==> src/rtl/reaction_timer_ctrl.sv <==
// Reaction-time game controller: random wait, timed response, result hold.
// Tracks last time, best valid time and a saturating count of valid rounds.
module reaction_timer_ctrl #(
    parameter int TW         = 10,
    parameter int TICK_DIV   = 4,
    parameter int MIN_WAIT   = 8,
    parameter int RW         = 4,
    parameter int RAND_EN    = 1,
    parameter int LATE_LIMIT = 999,
    parameter int HOLD_TICKS = 5
) (
    input  logic          clk,
    input  logic          RESET_n,
    input  logic          start,
    input  logic          enter,
    output logic [2:0]    color_r,
    output logic [2:0]    color_g,
    output logic [2:0]    color_b,
    output logic [TW-1:0] time_val,
    output logic [TW-1:0] best_val,
    output logic [7:0]    rounds,
    output logic [2:0]    state_o
);

    typedef enum logic [2:0] {
        S_IDLE   = 3'd0,
        S_RWAIT  = 3'd1,
        S_TIMING = 3'd2,
        S_SHOW   = 3'd3,
        S_EARLY  = 3'd4,
        S_LATE   = 3'd5
    } state_t;

    localparam int PW = $clog2(TICK_DIV);
    localparam int WW = $clog2(MIN_WAIT + (1 << RW)) + 1;
    localparam int HW = $clog2(HOLD_TICKS) + 1;

    state_t        state;
    state_t        next_state;
    logic [PW-1:0] presc;
    logic          tick;
    logic [15:0]   lfsr;
    logic [WW-1:0] wait_cnt;
    logic [WW-1:0] wait_load;
    logic [TW-1:0] tick_cnt;
    logic [TW-1:0] cnt_now;
    logic [HW-1:0] hold_cnt;
    logic [2:0]    r_next;
    logic [2:0]    g_next;
    logic [2:0]    b_next;
    logic          state_change;

    assign tick         = (presc == PW'(TICK_DIV - 1));
    assign state_change = (next_state != state);
    assign wait_load    = WW'(MIN_WAIT) + ((RAND_EN != 0) ? WW'(lfsr[RW-1:0]) : '0);
    // Count as it stands after this cycle's tick, so a press on the limit tick reads LATE_LIMIT.
    assign cnt_now      = tick ? tick_cnt + TW'(1) : tick_cnt;
    assign state_o      = state;

    // NOTE: sequential state uses non-blocking assignments so every register samples pre-edge values.
    always_ff @(posedge clk or negedge RESET_n) begin
        if (!RESET_n) begin
            state   <= S_IDLE;
            color_r <= 3'd0;
            color_g <= 3'd0;
            color_b <= 3'd3;
        end else begin
            state   <= next_state;
            color_r <= r_next;
            color_g <= g_next;
            color_b <= b_next;
        end
    end

    // NOTE: combinational outputs get a default first so no path leaves them unassigned (no latch).
    always_comb begin
        next_state = state;
        case (state)
            S_IDLE:   if (start) next_state = S_RWAIT;
            S_RWAIT: begin
                if (enter)                             next_state = S_EARLY;
                else if (tick && wait_cnt <= WW'(1))   next_state = S_TIMING;
            end
            S_TIMING: begin
                if (enter)                                        next_state = S_SHOW;
                else if (tick && tick_cnt == TW'(LATE_LIMIT - 1)) next_state = S_LATE;
            end
            S_SHOW, S_EARLY, S_LATE: begin
                if (tick && hold_cnt == HW'(HOLD_TICKS - 1)) next_state = S_IDLE;
            end
            default:  next_state = S_IDLE;
        endcase
    end

    // Colour is decoded from the next state so it lands on the same edge as the state.
    always_comb begin
        r_next = 3'd0;
        g_next = 3'd0;
        b_next = 3'd0;
        case (next_state)
            S_IDLE:   b_next = 3'd3;
            S_TIMING: g_next = 3'd7;
            S_SHOW:   begin r_next = 3'd7; g_next = 3'd7; b_next = 3'd7; end
            S_EARLY:  r_next = 3'd7;
            S_LATE:   begin r_next = 3'd7; g_next = 3'd3; end
            default:  ;
        endcase
    end

    always_ff @(posedge clk or negedge RESET_n) begin
        if (!RESET_n) begin
            presc    <= '0;
            lfsr     <= 16'hACE1;
            wait_cnt <= '0;
            tick_cnt <= '0;
            hold_cnt <= '0;
            time_val <= '0;
            best_val <= '1;
            rounds   <= '0;
        end else begin
            // Galois form of x^16+x^14+x^13+x^11+1; a non-zero seed never reaches zero.
            lfsr <= {1'b0, lfsr[15:1]} ^ (lfsr[0] ? 16'hB400 : 16'h0000);

            if (state_change || tick) presc <= '0;
            else                      presc <= presc + PW'(1);

            if (state == S_IDLE && next_state == S_RWAIT)
                wait_cnt <= wait_load;
            else if (state == S_RWAIT && tick && wait_cnt != '0)
                wait_cnt <= wait_cnt - WW'(1);

            if (state_change)
                tick_cnt <= '0;
            else if (state == S_TIMING && tick && tick_cnt < TW'(LATE_LIMIT))
                tick_cnt <= tick_cnt + TW'(1);

            if (state_change)
                hold_cnt <= '0;
            else if (tick && (state == S_SHOW || state == S_EARLY || state == S_LATE))
                hold_cnt <= hold_cnt + HW'(1);

            if (state == S_TIMING && next_state == S_SHOW) begin
                time_val <= cnt_now;
                if (cnt_now < best_val) best_val <= cnt_now;
                if (rounds != 8'hFF)    rounds   <= rounds + 8'd1;
            end else if (state == S_TIMING && next_state == S_LATE) begin
                time_val <= TW'(LATE_LIMIT);
            end
        end
    end

endmodule

==> config.mk <==
export PLATFORM = sky130hd
export DESIGN_NAME = reaction_timer_ctrl
export DESIGN_NICKNAME = d
export VERILOG_FILES = /design/src/rtl/reaction_timer_ctrl.sv
export SDC_FILE = /design/constraint.sdc
export NUM_CORES = 1
export LEC_CHECK = 0
export BUFFER_PORTS_ARGS = -buffer_cell sky130_fd_sc_hd__clkbuf_2
export CORE_ASPECT_RATIO = 1.25
export CORE_UTILIZATION = 58
export DETAILED_ROUTE_END_ITERATION = 7
export GPL_TIMING_DRIVEN = 0
export PLACE_DENSITY = 0.8
export RECOVER_POWER = 100
export SETUP_SLACK_MARGIN = 0.05
export SLEW_MARGIN = 10
export SYNTH_ARGS = -nofsm -noshare
export SYNTH_HDL_FRONTEND = slang
export SYNTH_SLANG_ARGS = --single-unit
==> constraint.sdc <==
create_clock -name clk -period 3.4 [get_ports clk]
set_input_delay 0.34 -clock clk [delete_from_list [all_inputs] [get_ports clk]]
set_output_delay 0.34 -clock clk [all_outputs]
set_load 0.005 [all_outputs]
-- Word level (Yosys, flattened, before mapping)
Index checks and enable logic that the tools add are counted.
- logic and storage cells: 84
- input bits: 4
- register bits: 78
- output and inout port bits: 40
- reduce and logical (&&, ||, !) cells: 26
- bitwise logic cells: 1
- $add $sub $neg: 6
- $lt $le $gt $ge: 3
- multiplexer cells: 21
- equality and inequality tests: 15
- operators with widths (operator ; count):
    10-bit two-way mux ; 5
    3-bit two-way mux ; 7
    16-bit two-way mux ; 1
    15-bit by 16-bit XOR with 16-bit output ; 1
    3-bit by 2-bit == test with 1-bit output, second input constant ; 4
    3-bit == test, second input constant ; 4
    6-bit two-way mux ; 2
    3-bit one-hot mux with 2 select lines ; 2
    3-bit one-hot mux with 4 select lines ; 1
    1-bit logical AND ; 11
    10-bit by 1-bit adder with 10-bit output, second input constant ; 1
    10-bit == test, second input constant ; 1
    10-bit less-than comparator ; 1
    10-bit less-than comparator, second input constant ; 1
    8-bit by 1-bit adder with 8-bit output, second input constant ; 1
    4-bit two-way mux ; 2
    8-bit inequality test, second input constant ; 1
    2-bit nonzero test ; 4
    3-bit by 1-bit == test with 1-bit output, second input constant ; 2
    6-bit by 1-bit less-or-equal comparator with 1-bit output, second input constant ; 1
    3-bit zero test ; 2
    6-bit nonzero test ; 1
    3-bit OR reduction ; 2
    6-bit by 1-bit subtractor with 6-bit output, second input constant ; 1
    10 further kinds ; 13

-- Depth between registers and ports, before layout
- word-level depth: 9
- depth in mapped cells: 12
- depth with buffers taken out: 11

-- Worst setup path before layout
No wires, ideal clock.
- path type: reg-to-reg
- from: reg presc[0]
- to: reg best_val[0]
- cell stages (with the launch flop): 12
- buffers on the path: 1
- data arrival time: 2.662 ns
- path slack: 0.656 ns
- required time: 3.318 ns
- path through: dfrtp_1 ha_1 buf_6 nand3_1 nor2_1 and3_1 xor2_1 ha_1 a211oi_1 nand3_1 o21ai_2 mux2_2
- elaborated cells between the ends (all ways): 15
- classes of those cells: order compare (1); eq/ne (2); mux (7); reduce/logical (5)
- RTL lines (what ; RTL line ; RTL):
    start: declaration ; 40 ; logic [PW-1:0] presc;
    start signal: assignment ; 125 ; else presc <= presc + PW'(1);
    2-bit == test ; 53 ; assign tick = (presc == PW'(TICK_DIV - 1));
    10-bit two-way mux ; 57 ; assign cnt_now = tick ? tick_cnt + TW'(1) : tick_cnt;
    net cnt_now[7] ; 46 ; logic [TW-1:0] cnt_now;
    10-bit less-than comparator ; 144 ; if (cnt_now < best_val) best_val <= cnt_now;
    2-bit AND reduction (no line) ; - ;
    end signal: assignment ; 144 ;
    end: declaration ; 20 ; output logic [TW-1:0] best_val,
The timed path passes the listed nets, and every way through them passes these cells.
A chain may end at the register's enable or synchronous reset.

-- Worst setup path in the final report
- from: reg presc[0]
- to: reg best_val[3]
The elaborated chain is that of the path after synthesis.

==> reports/results.ini <==
[setup_path]
r2r-start = presc[0]
slowest_stage = mux2_2
crit_chain = ha_1 > buf_6 > nand3_1 > nor2_2 > and3_1 > xor2_1 > ha_1 > a211oi_1 > nand3_1 > o21ai_4 > mux2_2
slowest_delay_ns = 0.39
reg2reg_depth = 11
critPathMaxFanout = 10
rr_endpoint = best_val[3]
cp-start-kind = register
worstPathRequired_ns = 3.68
endpoint_kind = register
crit_type = register to register
r2r_slack_ns = 0.34
worstPathArrival_ns = 3.34

[power]
p_sw_mw = 0.657
internal_power_mw = 1.67
p_sw_share_pct = 28.2
vdd_drop_max_uv = 452
power.density_nw_per_um2 = 570
seqPwrFrac_pct = 44.8
comb_power_share_pct = 20.6
clock_power_share_pct = 34.6
leakage_nw = 1.96

[routing]
vias = 2424
drt-total-wl_um = 6500
first_iter_violations = 95
post_drt_wl_per_cell_um = 14.3
ant_nets = 0
firstDrtPassIters = 4
drc_errors = 0
via_per_inst = 5.35

[yosys]
yosysWarningCount = 0
syn_nets = 332
synth_edf_count = 0
ys_types = 52
synth_flop_cell = dfrtp_1
synth-seq-cells = 74
ys_seq_area_share_pct = 52.9
ys_async_sr_fraction_pct = 100
synth_area_per_cell_um2 = 11.4
synthesis.area_um2 = 3550
netlist_instances = 310

[finish]
nets = 388
final_cell_mix = 55 x dfrtp_1, 34 x clkbuf_2, 23 x nand2_1
nFillCells = 453
drive_gt1_share_pct = 22.9
area_growth_syn_to_layout_pct = 15.2
diodes = 0
final_common_cell = dfrtp_1

[place]
dpl.hpwl_um = 4450
port_buffers = 43
gp_congestion = 0.824

[cts]
clock_latency_ns = 0.35
cts.sinks = 74
clock-root-buffer = clkbuf_8
clockBufferDepth = 2
tritoncts = built
cts_made_buffers = 9
h-tree-depth = 3
clkTransAtPathRegs_ns = 0.07

[grt]
grt_pass1_wl_um = 10800
first_global_vias = 2345
track_usage_pct = 22.5
grt_overflow = 0
grt_max_degree = 40
antenna_found_initial = 0

[floorplan]
io_pins = 44
std_cell_rows = 31
start_util_pct = 60.5
core_um2 = 5860
design.die.area_um2 = 6430
die_y_um = 89.4
die_x_um = 71.9

[timing]
setup_viol = 0
fin_crit_sh_pct = 89.9
worstMarginPinSlew_ns = 1.78
grt_setup_unrepaired = false
slew_violations = 37
fmax_ghz = 0.327
final_hold_viol_count = 0
max_slew_margin_pct = -18.9
tns_ns = 0
whs_ns = 0.353
finClkSkew_ns = 0.00889
timing.final.crit_period_ns = 3.06

[outcome]
outcome = finished with violations
failed_checks = capacitance limit, slew limit

[hold_path]
worstHoldEndpoint = lfsr[11]
hold_depth = 0
min_path_type = register to register
min_from = lfsr[12]

[run]
maxCapViolCount = 1

worst max-delay path, delay by kind of cell (launching register included):
family	cells	cell delay, ns
buf+inv	1	0.13
xor+xnor	1	0.29
flops	1	0.37
compound gates	2	0.58
mux	1	0.39
simple gates	4	0.74
fa+ha+maj	2	0.48
cells in the mapped netlist, drive strengths merged, types with 6 or more instances:
master / instances / area (um2)
xor2: 17 / 149
o22a: 8 / 70.1
and3: 6 / 37.5
nand2: 23 / 86.3
dfrtp: 55 / 1380
inv: 19 / 71.3
xnor2: 18 / 158
dfstp: 19 / 499
nor2: 23 / 86.3
nand4: 7 / 43.8
o21ai: 11 / 58.8
clkbuf: 7 / 27.5
mux2: 11 / 124
buf: 9 / 73.8
ha: 18 / 225
sequential cells by signal, summed over array words and instances (netlist names):
signal	flops
wait_cnt	6
time_val	10
presc	2
color_r	1
color_g	2
tick_cnt	10
lfsr	16
color_b	2
rounds	8
state_o	3
hold_cnt	4
best_val	10
cells by family after synthesis:
kind of cell    Yosys count  synth area share [%]
simple gates             92                  14.3
flops                    74                  52.9
compound gates           45                  9.46
mux                      11                  3.49
buf+inv                  35                  4.87
xor+xnor                 35                  8.64
fa+ha+maj                18                  6.35
how the worst max path moves through the flow:
stage,from,to,slack [ns]
after CTS,presc[0],best_val[3],0.1
after detailed placement,presc[0],best_val[6],0.11
after floorplan,presc[0],best_val[0],0.66
after global routing,RESET_n,tick_cnt[8],0.06
after global placement,presc[0],best_val[2],0.22
final,presc[0],best_val[3],0.34
power by group through the flow:
stage          logic [mW]  registers [mW]  clock network [mW]
2_1_floorplan       0.367            1.04                   0
4_1_cts             0.519            1.05               0.820
3_3_place_gp        0.493            1.05                   0
3_5_place_dp        0.513            1.06                   0
5_1_grt             0.546            1.06               0.862
6_report            0.479            1.04               0.805
metrics by stage:
stage          cells  power (mW)  setup WS [ns]  cell area [um2]  util, %
2_1_floorplan    310        1.41          0.656             3550        -
3_3_place_gp     435        1.55          0.217             3860     66.0
3_5_place_dp     436        1.57          0.111             3890     66.4
4_1_cts          453        2.38         0.0994             4130     70.5
5_1_grt          453        2.47         0.0566             4090     69.8
6_report         453        2.33          0.342             4090     69.8
layer usage:
layer	track usage, %	share of wire (%)
met1	27.3	46
met2	38.0	49
met3	6.09	2.8
met4	9.63	1.9
met5	0	0
what timing repair did:
action                                  4_1_cts  5_1_grt
resized for setup                             0        2
hold endpoints to repair                     27        0
buffers inserted                              0        0
hold buffers                                  1        0
endpoints found under the setup margin        0       10
final cells by class:
type | instances | area, um2 | area share, %
flip-flops and latches | 74 | 1880 | 45.9
multi-input cells | 201 | 1500 | 36.7
repair buffers | 45 | 218 | 5.33
clock buffers | 11 | 131 | 3.22
clock inverters | 5 | 104 | 2.54
well taps | 82 | 103 | 2.51
plain buffers | 16 | 85.1 | 2.08
inverters | 19 | 71.3 | 1.75
Power figures use the tool's default switching activity.
